## src/rtl/ascii_glyph_streamer.sv

```systemverilog
// Glyph ROM reader: accepts ASCII characters, fetches the 8x8 glyph and streams it
// as 8 column bytes, tracking line position and expanding LF into blank padding.
module ascii_glyph_streamer #(
    parameter int CHARS_PER_LINE = 16
) (
    input  logic        clk,
    input  logic        rst_n,
    input  logic [7:0]  char_in,
    input  logic        char_valid,
    input  logic        char_inv,
    output logic        char_ready,
    output logic [7:0]  rom_addr,
    input  logic [63:0] rom_data,
    output logic [7:0]  col_data,
    output logic        col_valid,
    input  logic        col_ready,
    output logic        col_last,
    output logic        line_last,
    output logic        busy
);

    localparam int POS_W = $clog2(CHARS_PER_LINE);
    localparam logic [POS_W-1:0] LAST_POS = POS_W'(CHARS_PER_LINE - 1);

    typedef enum logic [1:0] {S_IDLE, S_LOAD, S_SEND} state_t;

    state_t             state_q, state_d;
    logic [7:0]         rom_addr_q, rom_addr_d;
    logic [63:0]        shreg_q, shreg_d;
    logic [2:0]         col_idx_q, col_idx_d;
    logic [POS_W-1:0]   char_pos_q, char_pos_d;
    logic               pad_q, pad_d;
    logic               inv_q, inv_d;

    logic at_eol, pad_more, glyph_done, accept;

    // LF padding keeps emitting blank glyphs until the glyph at the last line position.
    assign at_eol     = (char_pos_q == LAST_POS);
    assign pad_more   = pad_q & ~at_eol;
    assign glyph_done = (state_q == S_SEND) & (col_idx_q == 3'd7) & col_ready;
    assign char_ready = (state_q == S_IDLE) | (glyph_done & ~pad_more);
    assign accept     = char_valid & char_ready;

    always_comb begin
        state_d    = state_q;
        rom_addr_d = rom_addr_q;
        shreg_d    = shreg_q;
        col_idx_d  = col_idx_q;
        char_pos_d = char_pos_q;
        pad_d      = pad_q;
        inv_d      = inv_q;
        case (state_q)
            S_IDLE: ;
            S_LOAD: begin
                shreg_d   = (pad_q ? 64'h0 : rom_data) ^ {64{inv_q}};
                col_idx_d = 3'd0;
                state_d   = S_SEND;
            end
            S_SEND: begin
                if (col_ready) begin
                    shreg_d   = {shreg_q[55:0], 8'h00};
                    col_idx_d = col_idx_q + 3'd1;
                    if (col_idx_q == 3'd7) begin
                        char_pos_d = at_eol ? '0 : char_pos_q + POS_W'(1);
                        if (pad_more) begin
                            state_d = S_LOAD;
                        end else begin
                            pad_d   = 1'b0;
                            state_d = S_IDLE;
                        end
                    end
                end
            end
            default: state_d = S_IDLE;
        endcase
        // A new character may be taken in the same cycle the previous glyph finishes.
        if (accept) begin
            inv_d   = char_inv;
            state_d = S_LOAD;
            if (char_in == 8'h0A)
                pad_d = 1'b1;
            else
                rom_addr_d = (char_in > 8'h7F) ? 8'h7F : {1'b0, char_in[6:0]};
        end
    end

    always_ff @(posedge clk) begin
        if (!rst_n) begin
            state_q    <= S_IDLE;
            rom_addr_q <= 8'h00;
            shreg_q    <= 64'h0;
            col_idx_q  <= 3'd0;
            char_pos_q <= '0;
            pad_q      <= 1'b0;
            inv_q      <= 1'b0;
        end else begin
            state_q    <= state_d;
            rom_addr_q <= rom_addr_d;
            shreg_q    <= shreg_d;
            col_idx_q  <= col_idx_d;
            char_pos_q <= char_pos_d;
            pad_q      <= pad_d;
            inv_q      <= inv_d;
        end
    end

    assign rom_addr  = rom_addr_q;
    assign col_valid = (state_q == S_SEND);
    assign col_data  = shreg_q[63:56];
    assign col_last  = col_valid & (col_idx_q == 3'd7);
    assign line_last = col_last & at_eol;
    assign busy      = (state_q != S_IDLE);

endmodule

```

## config.mk

```make
export PLATFORM = sky130hd
export DESIGN_NAME = ascii_glyph_streamer
export DESIGN_NICKNAME = d
export VERILOG_FILES = /design/src/rtl/ascii_glyph_streamer.sv
export SDC_FILE = /design/constraint.sdc
export NUM_CORES = 1
export LEC_CHECK = 0
export BUFFER_PORTS_ARGS = -buffer_cell sky130_fd_sc_hd__buf_2
export CAP_MARGIN = 20
export CORE_ASPECT_RATIO = 0.8
export CORE_MARGIN = 4
export CORE_UTILIZATION = 50
export CTS_BUF_LIST = sky130_fd_sc_hd__clkbuf_16
export DETAILED_ROUTE_END_ITERATION = 6
export GPL_TIMING_DRIVEN = 1
export PLACE_DENSITY_LB_ADDON = 0.3
export SETUP_SLACK_MARGIN = 0.3
export SYNTH_ARGS = -nofsm -noshare
export SYNTH_HDL_FRONTEND = slang
export SYNTH_SLANG_ARGS = --single-unit
```

## constraint.sdc

```tcl
create_clock -name clk -period 2.2 [get_ports clk]
set_clock_uncertainty 0.1 [all_clocks]
set_input_delay 0.33 -clock clk [delete_from_list [all_inputs] [get_ports clk]]
set_output_delay 0.33 -clock clk [all_outputs]
set_load 0.01 [all_outputs]
```

Word-level counts from Yosys, hierarchy flattened:

Cells that the tools add are included.

* register bits after elaboration: 83
* bits of input ports: 77
* output and inout bits: 21
* logic and storage cells: 61

* $add $sub $neg: 2
* magnitude comparators: 1
* equality and inequality tests: 10
* multiplexer cells: 18
* bitwise gates (word level): 13
* reductions and logical operators: 9

Operators with widths (number)
* 64-bit 2-to-1 mux: 2
* 64-bit one-hot mux with 2 select lines: 1
* 64-bit bitwise XOR: 1
* 3-bit AND reduction: 3
* 8-bit by 4-bit == test with 1-bit output (second input constant): 1
* 8-bit by 7-bit greater-than comparator with 1-bit output (second input constant): 1
* 1-bit 2-to-1 mux: 8
* 7-bit 2-to-1 mux: 1
* 1-bit bitwise AND: 6
* 3-bit by 1-bit != test with 1-bit output (second input constant): 2
* 2-bit one-hot mux with 3 select lines: 1
* 3-bit one-hot mux with 2 select lines: 1
* 1-bit inverter: 5
* 4-bit by 1-bit adder with 4-bit output (second input constant): 1
* 4-bit == test (second input constant): 1
* 2-bit 2-to-1 mux: 2
* 4-bit 2-to-1 mux: 1
* 2-bit by 1-bit != test with 1-bit output (second input constant): 2
* 2-bit AND reduction: 2
* 2-bit nonzero test: 2
* 3-bit by 1-bit adder with 3-bit output (second input constant): 1
* 3-bit == test (second input constant): 1
* 3-bit 2-to-1 mux: 1
* 2-bit by 1-bit == test with 1-bit output (second input constant): 1
* 5 further kinds: 5

Longest topological paths before layout:

Gate-level depths: netlist of the first run.

* word-level depth: 9
* mapped depth: 8
* gate-level depth less buffers: 6

Least setup slack after synthesis of the first run:

Ideal clock, no wire load.

* kind: flip-flop to flip-flop
* start point: reg col_idx_q[0]
* end point: reg rom_addr_q[1] (netlist: rom_addr[1])
* library setup time: 115 ps
* arrival: 1503 ps
* required time: 1985 ps
* path slack: 482 ps
* stages on the path, launching flop included: 8
* period minus slack after synthesis: 1718 ps
* path through: dfxtp_1 -> ha_1 -> ha_1 -> a21boi_1 -> a311o_1 -> buf_6 -> o31a_1 -> o21a_1

* longest elaborated chain between the ends: 7

RTL lines
* start, declared: line 30 `logic [2:0] col_idx_q, col_idx_d;`
* start signal, assigned: line 100 `col_idx_q <= col_idx_d;`
* 3-bit == test: line 40 `assign glyph_done = (state_q == S_SEND) & (col_idx_q == 3'd7) & col_ready;`
* 1-bit bitwise AND (2 in a row): line 40
* 1-bit bitwise AND: line 41 `assign char_ready = (state_q == S_IDLE) | (glyph_done & ~pad_more);`
* 1-bit bitwise OR: line 41
* 1-bit bitwise AND: line 42 `assign accept = char_valid & char_ready;`
* 2-bit AND reduction (no source line)
* end signal, assigned: line 98 `rom_addr_q <= rom_addr_d;`
* end, declared: line 28 `logic [7:0] rom_addr_q, rom_addr_d;`

Every way passes these cells.
A chain may end at the register's enable or synchronous reset.

Worst setup path in the final report of the first run:

* start point: reg char_pos_q[0]
* end point: out char_ready

* longest elaborated chain between the ends: 6

RTL lines
* start, declared: line 31 `logic [POS_W-1:0] char_pos_q, char_pos_d;`
* start signal, assigned: line 101 `char_pos_q <= char_pos_d;`
* 4-bit == test: line 38 `assign at_eol = (char_pos_q == LAST_POS);`
* 1-bit inverter: line 39 `assign pad_more = pad_q & ~at_eol;`
* 1-bit bitwise AND: line 39
* 1-bit inverter: line 41
* 1-bit bitwise AND: line 41
* 1-bit bitwise OR: line 41
* end, declared: line 11 `output logic char_ready,`

Every way passes these cells.

==> results of run 1 <==
==> stage by stage <==
step / util / std cells / total power, uW / area [um^2]
after floorplan: - / 537 / 2200 / 4580
after global placement: 0.575 / 700 / 2360 / 5010
after detailed placement: 0.575 / 700 / 2370 / 5010
after CTS: 0.618 / 718 / 3760 / 5380
after global routing: 0.622 / 721 / 3930 / 5420
final: 0.622 / 721 / 3730 / 5420
==> kinds of logic (layout without fill, tap and decap cells) <==
logic type                 Yosys count  count (layout)  synth area share
adders and majority gates            3               3           0.00820
buffers and inverters               58             129            0.0749
AOI/OAI and AO/OA                  149             149             0.226
and+or+nand+nor                    174             175             0.196
xor gates and xnor gates            65              65             0.124
muxes                                5               5            0.0109
DFF                                 82              82             0.359
other                                1               1          0.000819
==> worst max-delay path: stages (launching register included) <==
cell and delay, ps:
dfxtp_2 370, ha_4 160, nand3_4 110, nand2_1 90, nand3_1 70, a21oi_1 140, buf_2 150
==> metal layers <==
| layer | share of wire | track usage | vias to the layer above |
|---|---|---|---|
| li1 | - | - | 1952 |
| met1 | 0.47 | 0.263 | 1730 |
| met2 | 0.47 | 0.305 | 84 |
| met3 | 0.048 | 0.0563 | 4 |
| met4 | 0.0047 | 0.0313 | 0 |
| met5 | 0 | 0 | - |
==> registers in the layout, indices dropped and copies added (netlist names) <==
register and flops:
char_pos_q 4, col_idx_q 3, inv_q 1, pad_q 1, rom_addr 7, shreg_q 64
state_q 2
==> path summary, 6_finish.rpt <==
path / startpoint / end / slack (ps) / depth (start not counted)
min reg2reg: rom_addr[5] / rom_addr[5] / 360 / 2
min: char_inv / inv_q / 170 / 3
max reg2reg: col_idx_q[0] / rom_addr[4] / 400 / 6
max: char_pos_q[0] / char_ready / 350 / 6
==> report_power, final <==
group,switching (uW),internal [uW]
clock,593,761
sequential,70.6,1590
combinational,349,362
==> cells in the mapped netlist (all sizes together) (2+ instances only) <==
cell type	number	area, um^2
clkbuf	14	52.6
nor2b	70	438
dfxtp	82	1640
mux2i	5	50.1
nand2	73	274
o21ai	65	337
ha	3	37.5
o31a	2	17.5
nand2b	4	25.0
a22o	56	490
nand3	6	35.0
a211oi	8	60.1
a21oi	4	20.0
a21boi	5	37.5
inv	3	11.3
buf	41	279
a22oi	3	22.5
and4b	2	20.0
nor2	15	75.1
xnor2	65	569
o21a	3	22.5
==> timing repair <==
action / CTS / global route
endpoints found under the hold margin: 0 / 0
resized for setup: 8 / 5
buffers inserted: 0 / 2
gates cloned: 2 / 1
pin swaps: 0 / 1
endpoints found under the setup margin: 6 / 13
==> layout make-up <==
class,count,area [um^2]
Clock buffer,9,225
Clock inverter,7,47.5
Fill cell,788,3290
Inverter,3,11.3
Multi-Input combinational cell,398,2650
Sequential cell,82,1650
Tap cell,112,140
Timing Repair Buffer,110,693
==> impl_results.md, run 1 <==
* Unique cell type count in the Yosys netlist at 37
* N_diodes at 0
* DIE AREA at 10800 um^2
* Clk sinks at 82
* GRT Util Overall at 0.192
* Synth Instances at 537
* Post-Place Setup Slack at 297 ps
* Final Hold Viols at 0
* Vias in the first global route at 3613
* CTS tree: yes
* Leak at 0.00212 uW
* CTS buffer count at 9
* Pin count of the biggest net entering global routing at 57
* DR iter-0 viols at 157
* Fmax at 541 MHz
* Die width at 115 um
* Layout cells sized above 1 at 0.235
* Final Max Slew Viols at 0
* Worst ir drop on vdd at 0.485 mV
* Worst-path maximum fanout at 7
* CP Class: flip-flop to primary output
* Commonest non-fill, non-tap cell in the layout: buf_2
* Initial core utilization at 0.526
* Startpoint types: flip-flop
* Power Dens Cells at 688 nW/um^2
* Hpwl dp at 6750 um
* Asr flop ratio synth at 0
* Syn Area/Cell at 8.52 um^2
* Outcome: finished, final reports clean
* Antenna violations before repair at 0
* Fraction of the cycle the final worst path needs at 0.841
* I/O pins at 98
* Reg clk slew, reported paths at 60 ps
* GRT overflow at 0
* Drc violations at 0
* Global placer's final weighted congestion at 0.799
* CTS Buffer Depth at 2
* Primary FF master, synth: dfxtp_1
* Commonest non-fill, non-tap cells in the layout: 96 x buf_2, 76 x dfxtp_1, 73 x nand2_1
* Sequential fraction of the synthesis area at 0.359
* Worst EP arrival at 1420 ps
* Clk Tree Root Cell: clkbuf_16
* Unrepaired setup endpoints after global routing: true
* Critical path capture point type: primary output
* Clk Latency, worst-skew pair at 330 ps
* Area delta synth->final at 18.4%
* Post-Syn Nets at 617
* PortBufs at 96
* Max-cap viol count at 0
* Synthesized area at 4580 um^2
* FF+latch count, synth at 82
* FP Rows at 30
* Die height at 93.6 um
* Routed wire length at 10400 um
* Worst hold slack at 172 ps
* Antenna-violating nets left at 0
* Final Setup Violations at 0
* Core Area at 8710 um^2
* Worst slew pin tran at 568 ps
* Post-synth EDFFs at 0
* CTS hold repair buffers at 0
* Required @ worst endpoint at 1770 ps
* Worst setup margin at 351 ps
* Relative slew slack at 0.621
* Avg WL per Cell at 14.4 um
* CTS H-Tree Depth at 3
* Setup TNS at 0 ps
* First-pass GRT wire length at 16900 um
* Vias at 3770
* DR vias/cell at 5.23
* Hold crit path type: input pin to flip-flop
* # nets final at 684
* Final min period at 1850 ps
* Pre-antenna DRT Iters at 5
* Synth warn at 0
No activity file was read; power rests on OpenSTA's default activity.
==> run 2: changes to the inputs <==
clock period = 1.6 ns   (was 2.2 ns; I/O delays follow)
==> run 2 against run 1 <==
The run now ends with setup timing left. Global-route usage rose by 9.4 points. Combinational power up 130%. Flip-flop and latch count is the same. Die area unchanged. Largest cell class unchanged. Setup slack lost 540 ps. Critical path depth grew 1.
==> impl_results.md, run 2 (same netlist as run 1, synthesis figures left out) <==
* Core Area at 8710 um^2 (unchanged)
* Unrepaired setup endpoints after global routing: true
* Fmax at 560 MHz
* Antenna violations before repair at 0 (unchanged)
* CP Class: flip-flop to primary output
* Leak at 0.00276 uW (+30%)
* Required @ worst endpoint at 1260 ps (-510 ps)
* Hpwl dp at 6890 um (+2.1%)
* Die width at 115 um (unchanged)
* Area delta synth->final at 48.7%
* Biggest register: shreg_q
* Max reg flops at 64 (unchanged)
* DR iter-0 viols at 356 (+130%)
* First-pass GRT wire length at 24200 um (+43%)
* Reg clk slew, reported paths at 60 ps (about the same)
* Pre-antenna DRT Iters at 5 (unchanged)
* Placed instance count at 713 (+1.9%)
* I/O pins at 98 (unchanged)
* Clk sinks at 82 (unchanged)
* Pin count of the biggest net entering global routing at 43 (-25%)
* GRT overflow at 0 (unchanged)
* Final min period at 1790 ps
* Failing checks: setup timing
* Final Hold Viols at 0 (unchanged)
* Final Max Slew Viols at 0 (unchanged)
* Clk Tree Root Cell: clkbuf_16
* Reg2reg setup slack at -160 ps (-560 ps)
* Worst-path maximum fanout at 2 (-5)
* Worst EP arrival at 1450 ps (+30 ps)
* Routed wire length at 16400 um (+58%)
* PortBufs at 96 (unchanged)
* Setup TNS at -7970 ps (-7970 ps)
* Avg WL per Cell at 20.8 um (+45%)
* Critical path capture point type: primary output
* Placed cell area at 5200 um^2 (+3.9%)
* Die height at 93.6 um (unchanged)
* Antenna-violating nets left at 0 (unchanged)
* Post-Place Setup Slack at -99.6 ps (-396 ps)
* Worst ir drop on vdd at 0.573 mV (+18%)
* Commonest non-fill, non-tap cell in the layout: buf_2
* Fraction of the cycle the final worst path needs at 1.12
* Vias at 4700 (+25%)
* Commonest non-fill, non-tap cells in the layout: 93 x buf_2, 74 x dfxtp_1, 68 x nor2b_1
* Finished Layout Cells at 787 (+9.2%)
* # nets final at 750 (+9.6%)
* Outcome: finished, violations left
* GRT Util Overall at 0.286 (+0.0935)
* Hold crit path type: input pin to flip-flop
* Clk Latency, worst-skew pair at 340 ps (about the same)
* Worst setup margin at -186 ps (-537 ps)
* Startpoint types: flip-flop
* Layout cells sized above 1 at 0.373 (+0.139)
* Vias in the first global route at 4576 (+27%)
* Post-Layout Inst Area at 6810 um^2 (+26%)
* Filler cells at 490 (-38%)
* CTS buffer count at 9 (unchanged)
* CTS Buffer Depth at 2 (unchanged)
* DIE AREA at 10800 um^2 (unchanged)
* CTS tree: yes
* N_diodes at 0 (unchanged)
* Drc violations at 0 (unchanged)
* FP Rows at 30 (unchanged)
* Initial core utilization at 0.526 (unchanged)
* Final Setup Violations at 72 (+72)
* Max-cap viol count at 0 (unchanged)
* Global placer's final weighted congestion at 0.859 (+7.5%)
* Power Dens Cells at 879 nW/um^2 (+28%)
* CTS H-Tree Depth at 3 (unchanged)
* DR vias/cell at 5.97 (+14%)
-- run 2: cell types whose count changed in the layout (fill, tap and decap cells not counted), moves of 14 or more --
cell	delta
o21ai_1	+21
buf_16	+19
o21ai_0	-28
buf_4	+14
buf_12	+17
buf_6	+18
-- run 2: timing repair --
| item | CTS | global route |
|---|---|---|
| hold buffers | 0 | 0 |
| endpoints found under the hold margin | 0 | 0 |
| pin swaps | 31 | 43 |
| setup endpoints to repair | 80 | 87 |
| gates cloned | 21 | 0 |
| setup buffers | 27 | 10 |
| gates resized for setup | 97 | 39 |
-- run 2: cell type report --
class                      instances  area, um^2  share of cell area
clock buffer                       9         225              0.0331
timing repair buffer             177        1860               0.274
multi-input combinational        397        2830               0.416
tap                              112         140              0.0206
sequential                        82        1660               0.244
inverter                           3        23.8             0.00349
clock inverter                     7        61.3             0.00901
-- run 2: per-layer routing --
| layer | global-route usage | wire length [um] | up-vias | share of wire |
|---|---|---|---|---|
| li1 | - | - | 2091 | - |
| met1 | 0.353 | 6560 | 2229 | 0.40 |
| met2 | 0.482 | 7700 | 296 | 0.47 |
| met3 | 0.0524 | 1360 | 84 | 0.083 |
| met4 | 0.130 | 781 | 0 | 0.048 |
| met5 | 0 | 0 | - | 0 |
-- run 2: worst paths after layout --
check | start | cells past startpoint | endpoint
setup reg to reg | char_pos_q[1] | 6 | rom_addr[3]
setup / recovery | char_pos_q[1] | 7 | char_ready
hold reg to reg | rom_addr[0] | 2 | rom_addr[0]
hold / removal | char_inv | 3 | inv_q
-- run 2: stage by stage --
step / hold WS, ps / power, uW / utilization
final: 96.8 / 5980 / 0.782
after global routing: 142 / 6150 / 0.782
after CTS: 73.0 / 5750 / 0.757
after detailed placement: 356 / 3290 / 0.597
after global placement: 342 / 3270 / 0.597
after floorplan: 303 / 3060 / -
-- run 2: critical path, stage by stage, from the launching register on --
cell	delay, ps
dfxtp_4	370
ha_4	160
nand3_4	80
buf_6	130
nand2_2	60
nand3_2	60
a21oi_2	110
buf_2	130
-- run 2: power by group --
part | total (uW) | internal, uW | switching [uW] | leakage (uW)
Clock | 2070 | 1190 | 881 | 0.000148
Combinational | 1600 | 875 | 724 | 0.00194
Sequential | 2310 | 2190 | 118 | 0.000674
Total | 5980 | 4260 | 1720 | 0.00276
==> run 3: changes to the inputs <==
ABC_AREA = 1   (was not set)
CORE_UTILIZATION = 49   (was 50)
==> run 3 against run 2 <==
The flow still finishes with violations (setup timing). Fmax grew 5.1%. Total power is essentially flat. Final area shrank 10%. Hold slack lost 42 ps. Setup slack gained 86 ps. Non-clock buffer count shrank 27. Combinational power shrank 5%. Synthesized cell count grew 18%. Routed wire length shrank 18%. Clock power grew 2%. Critical path type unchanged.
==> impl_results.md, run 3 <==
* Outcome: finished, violations left
* Failing checks: setup timing
* DR iter-0 viols at 336 (-5.6%)
* N_diodes at 0 (unchanged)
* Commonest non-fill, non-tap cells in the layout: 157 x nand2_1, 93 x buf_2, 88 x o21ai_0
* DR vias/cell at 5.42 (-9.2%)
* Leak at 0.00307 uW (+11%)
* Top cell type's share of synthesized area at 0.366 (+0.00781)
* Setup TNS at -624 ps (+7350 ps)
* Vias at 4632 (-1.4%)
* Fmax at 588 MHz (+5.1%)
* Drc violations at 0 (unchanged)
* FF+latch count, synth at 82 (unchanged)
* Final Setup Violations at 29 (-60%)
* Synth area leader: dfxtp_1
* Worst ir drop on vdd at 0.636 mV (+11%)
* Required @ worst endpoint at 1260 ps (about the same)
* CTS H-Tree Depth at 3 (unchanged)
* Clk Latency, worst-skew pair at 340 ps (about the same)
* # nets final at 817 (+8.9%)
* Synth top cells by count: 158 x nand2_1, 115 x o21ai_0, 82 x dfxtp_1
* Post-synth EDFFs at 0 (unchanged)
* GRT Util Overall at 0.258 (-0.0281)
* Post-Syn Nets at 712 (+15%)
* First-pass GRT wire length at 22100 um (-8.6%)
* Biggest register: shreg_q
* GR peak layer: met2
* I/O pins at 98 (unchanged)
* Max-cap viol count at 0 (unchanged)
* GRT overflow at 0 (unchanged)
* DIE AREA at 10700 um^2 (-0.13%)
* Layout cells sized above 1 at 0.283 (-0.0903)
* Startpoint types: flip-flop
* Hpwl dp at 7640 um (+11%)
* Final min period at 1700 ps (-86.4 ps)
* Worst-path maximum fanout at 3 (+1)
* Worst slew pin tran at 498 ps
* Pre-antenna DRT Iters at 6 (+1)
* Leading cell type by number of instances after synthesis: nand2_1
* Synthesized area at 4480 um^2 (-2.1%)
* Fraction of the cycle the final worst path needs at 1.06 (-0.0540)
* Pin count of the biggest net entering global routing at 39 (-9.3%)
* Max reg flops at 64 (unchanged)
* CP Class: flip-flop to primary output
* Sequential fraction of the synthesis area at 0.366 (+0.00781)
* Synth top area cells: dfxtp_1 37%, nand2_1 13%, o21ai_0 13%
* Post-Route Utilization at 0.701 (-0.0810)
* CTS hold repair buffers at 0 (unchanged)
* Routed wire length at 13500 um (-18%)
* M2 GR Usage at 0.432 (-0.0496)
* Power Dens Cells at 980 nW/um^2 (+12%)
* Antenna violations before repair at 0 (unchanged)
* Asr flop ratio synth at 0 (unchanged)
* Filler cells at 703 (+43%)
* M3 GR Usage at 0.0479 (-0.00453)
* Max incr delay on CP at 340 ps (-30 ps)
* Unrepaired setup endpoints after global routing: true
* CTS buffer count at 9 (unchanged)
* CP max stage cell: dfxtp_2
* Worst EP arrival at 1360 ps (-90 ps)
* Clk Tree Root Cell: clkbuf_16
* Synth warn at 0 (unchanged)
* Met1 Use GR at 0.320 (-0.0325)
* Synth Instances at 632 (+18%)
* Commonest non-fill, non-tap cell in the layout: nand2_1
* CTS Buffer Depth at 2 (unchanged)
* PortBufs at 96 (unchanged)
* Reg clk slew, reported paths at 60 ps (about the same)
* FP Rows at 30 (unchanged)
* Global placer's final weighted congestion at 0.865 (+0.72%)
* Worst setup margin at -100 ps (+86.4 ps)
* Critical path's most frequent cell: ha_4
* Core Area at 8710 um^2 (unchanged)
* Worst-path cell chain: ha_4 > ha_4 > inv_4 > nor2_4 > nand2_2 > nand2_4 > buf_6
* Initial core utilization at 0.514 (-0.0112)
* Clk sinks at 82 (unchanged)
* Die width at 115 um (about the same)
* Antenna-violating nets left at 0 (unchanged)
* Post-Place Setup Slack at -23.3 ps (+76.3 ps)
* Critical path capture point type: primary output
* Relative slew slack at 0.667
* Unique cell type count in the Yosys netlist at 29 (-22%)
* Vias in the first global route at 4566 (-0.22%)
* Final Power at 5980 uW (about the same)
* Die height at 93.5 um (about the same)
* Final Max Slew Viols at 0 (unchanged)
* Hold crit path type: input pin to flip-flop
* CTS tree: yes
* Final Hold Viols at 0 (unchanged)
* Area delta synth->final at 36.2%
* Syn Area/Cell at 7.09 um^2 (-17%)
* Primary FF master, synth: dfxtp_1
* Avg WL per Cell at 15.8 um (-24%)
==> run 3: changes by cell type after synthesis, sizes merged, moves of 8 or more <==
cell    previous run  this run
a211oi             8         0
a21oi              4        77
a22o              56         0
inv                3        24
nand2             73       162
nor2b             70         0
o21ai             65       118
xnor2             65         0
xor2               0        58
==> run 3: cell families (layout without fill, tap and decap cells) <==
| logic type | count (synthesis) | in the layout | share of synthesized area |
|---|---|---|---|
| adders and majority gates | 3 | 3 | 0.00838 |
| DFF | 82 | 82 | 0.366 |
| AOI/OAI and AO/OA | 198 | 198 | 0.223 |
| other | 1 | 1 | 0.000837 |
| xor gates and xnor gates | 58 | 58 | 0.113 |
| buffers and inverters | 83 | 192 | 0.0969 |
| and+or+nand+nor | 207 | 208 | 0.191 |
==> run 3: worst max-delay path: cells and delay by family (launching register included) <==
| kind | cells | cell delay (ps) |
|---|---|---|
| flip-flops | 1 | 340 |
| adder cells (fa/ha/maj) | 2 | 320 |
| buffers and inverters | 2 | 180 |
| AND/OR/NAND/NOR | 3 | 170 |
==> run 3: report_power, final <==
group | total, uW | internal (uW) | switching [uW]
registers | 2350 | 2230 | 117
clock network | 2110 | 1290 | 823
logic | 1520 | 723 | 795
total | 5980 | 4240 | 1730
==> run 3: path summary, 6_finish.rpt <==
check	from	to	slack [ps]	cells after the start
setup / recovery	col_idx_q[1]	char_ready	-100	7
hold / removal	char_inv	inv_q	50	3
setup reg to reg	state_q[0]	shreg_q[26]	-60	8
hold reg to reg	col_idx_q[0]	col_idx_q[0]	360	1
==> run 3: layout make-up <==
type / instances / area, um^2 / share of cell area
timing repair inverter: 1 / 7.51 / 0.00123
clock buffer: 10 / 250 / 0.0410
multi-input combinational: 468 / 2580 / 0.423
inverter: 25 / 120 / 0.0197
sequential: 82 / 1660 / 0.272
tap: 112 / 140 / 0.0230
timing repair buffer: 150 / 1290 / 0.211
clock inverter: 6 / 56.3 / 0.00923
==> run 3: stage by stage <==
step	hold slack [ps]	area, um^2	cells
floorplan	285	4520	632
global placement	337	5050	801
detailed placement	347	5050	801
CTS	51.6	6010	849
global route	95.0	6100	854
finish	54.7	6100	854
==> run 3: what timing repair did <==
item | CTS | global route
pin swaps | 8 | 6
buffers inserted | 20 | 4
setup endpoints to repair | 84 | 86
gates resized for setup | 68 | 19
cloned | 12 | 1
==> run 3: per-layer routing <==
layer | vias to the layer above | part of all wire
met5 | - | 0
met1 | 2137 | 0.43
met3 | 31 | 0.060
met2 | 174 | 0.49
li1 | 2290 | -
met4 | 0 | 0.027
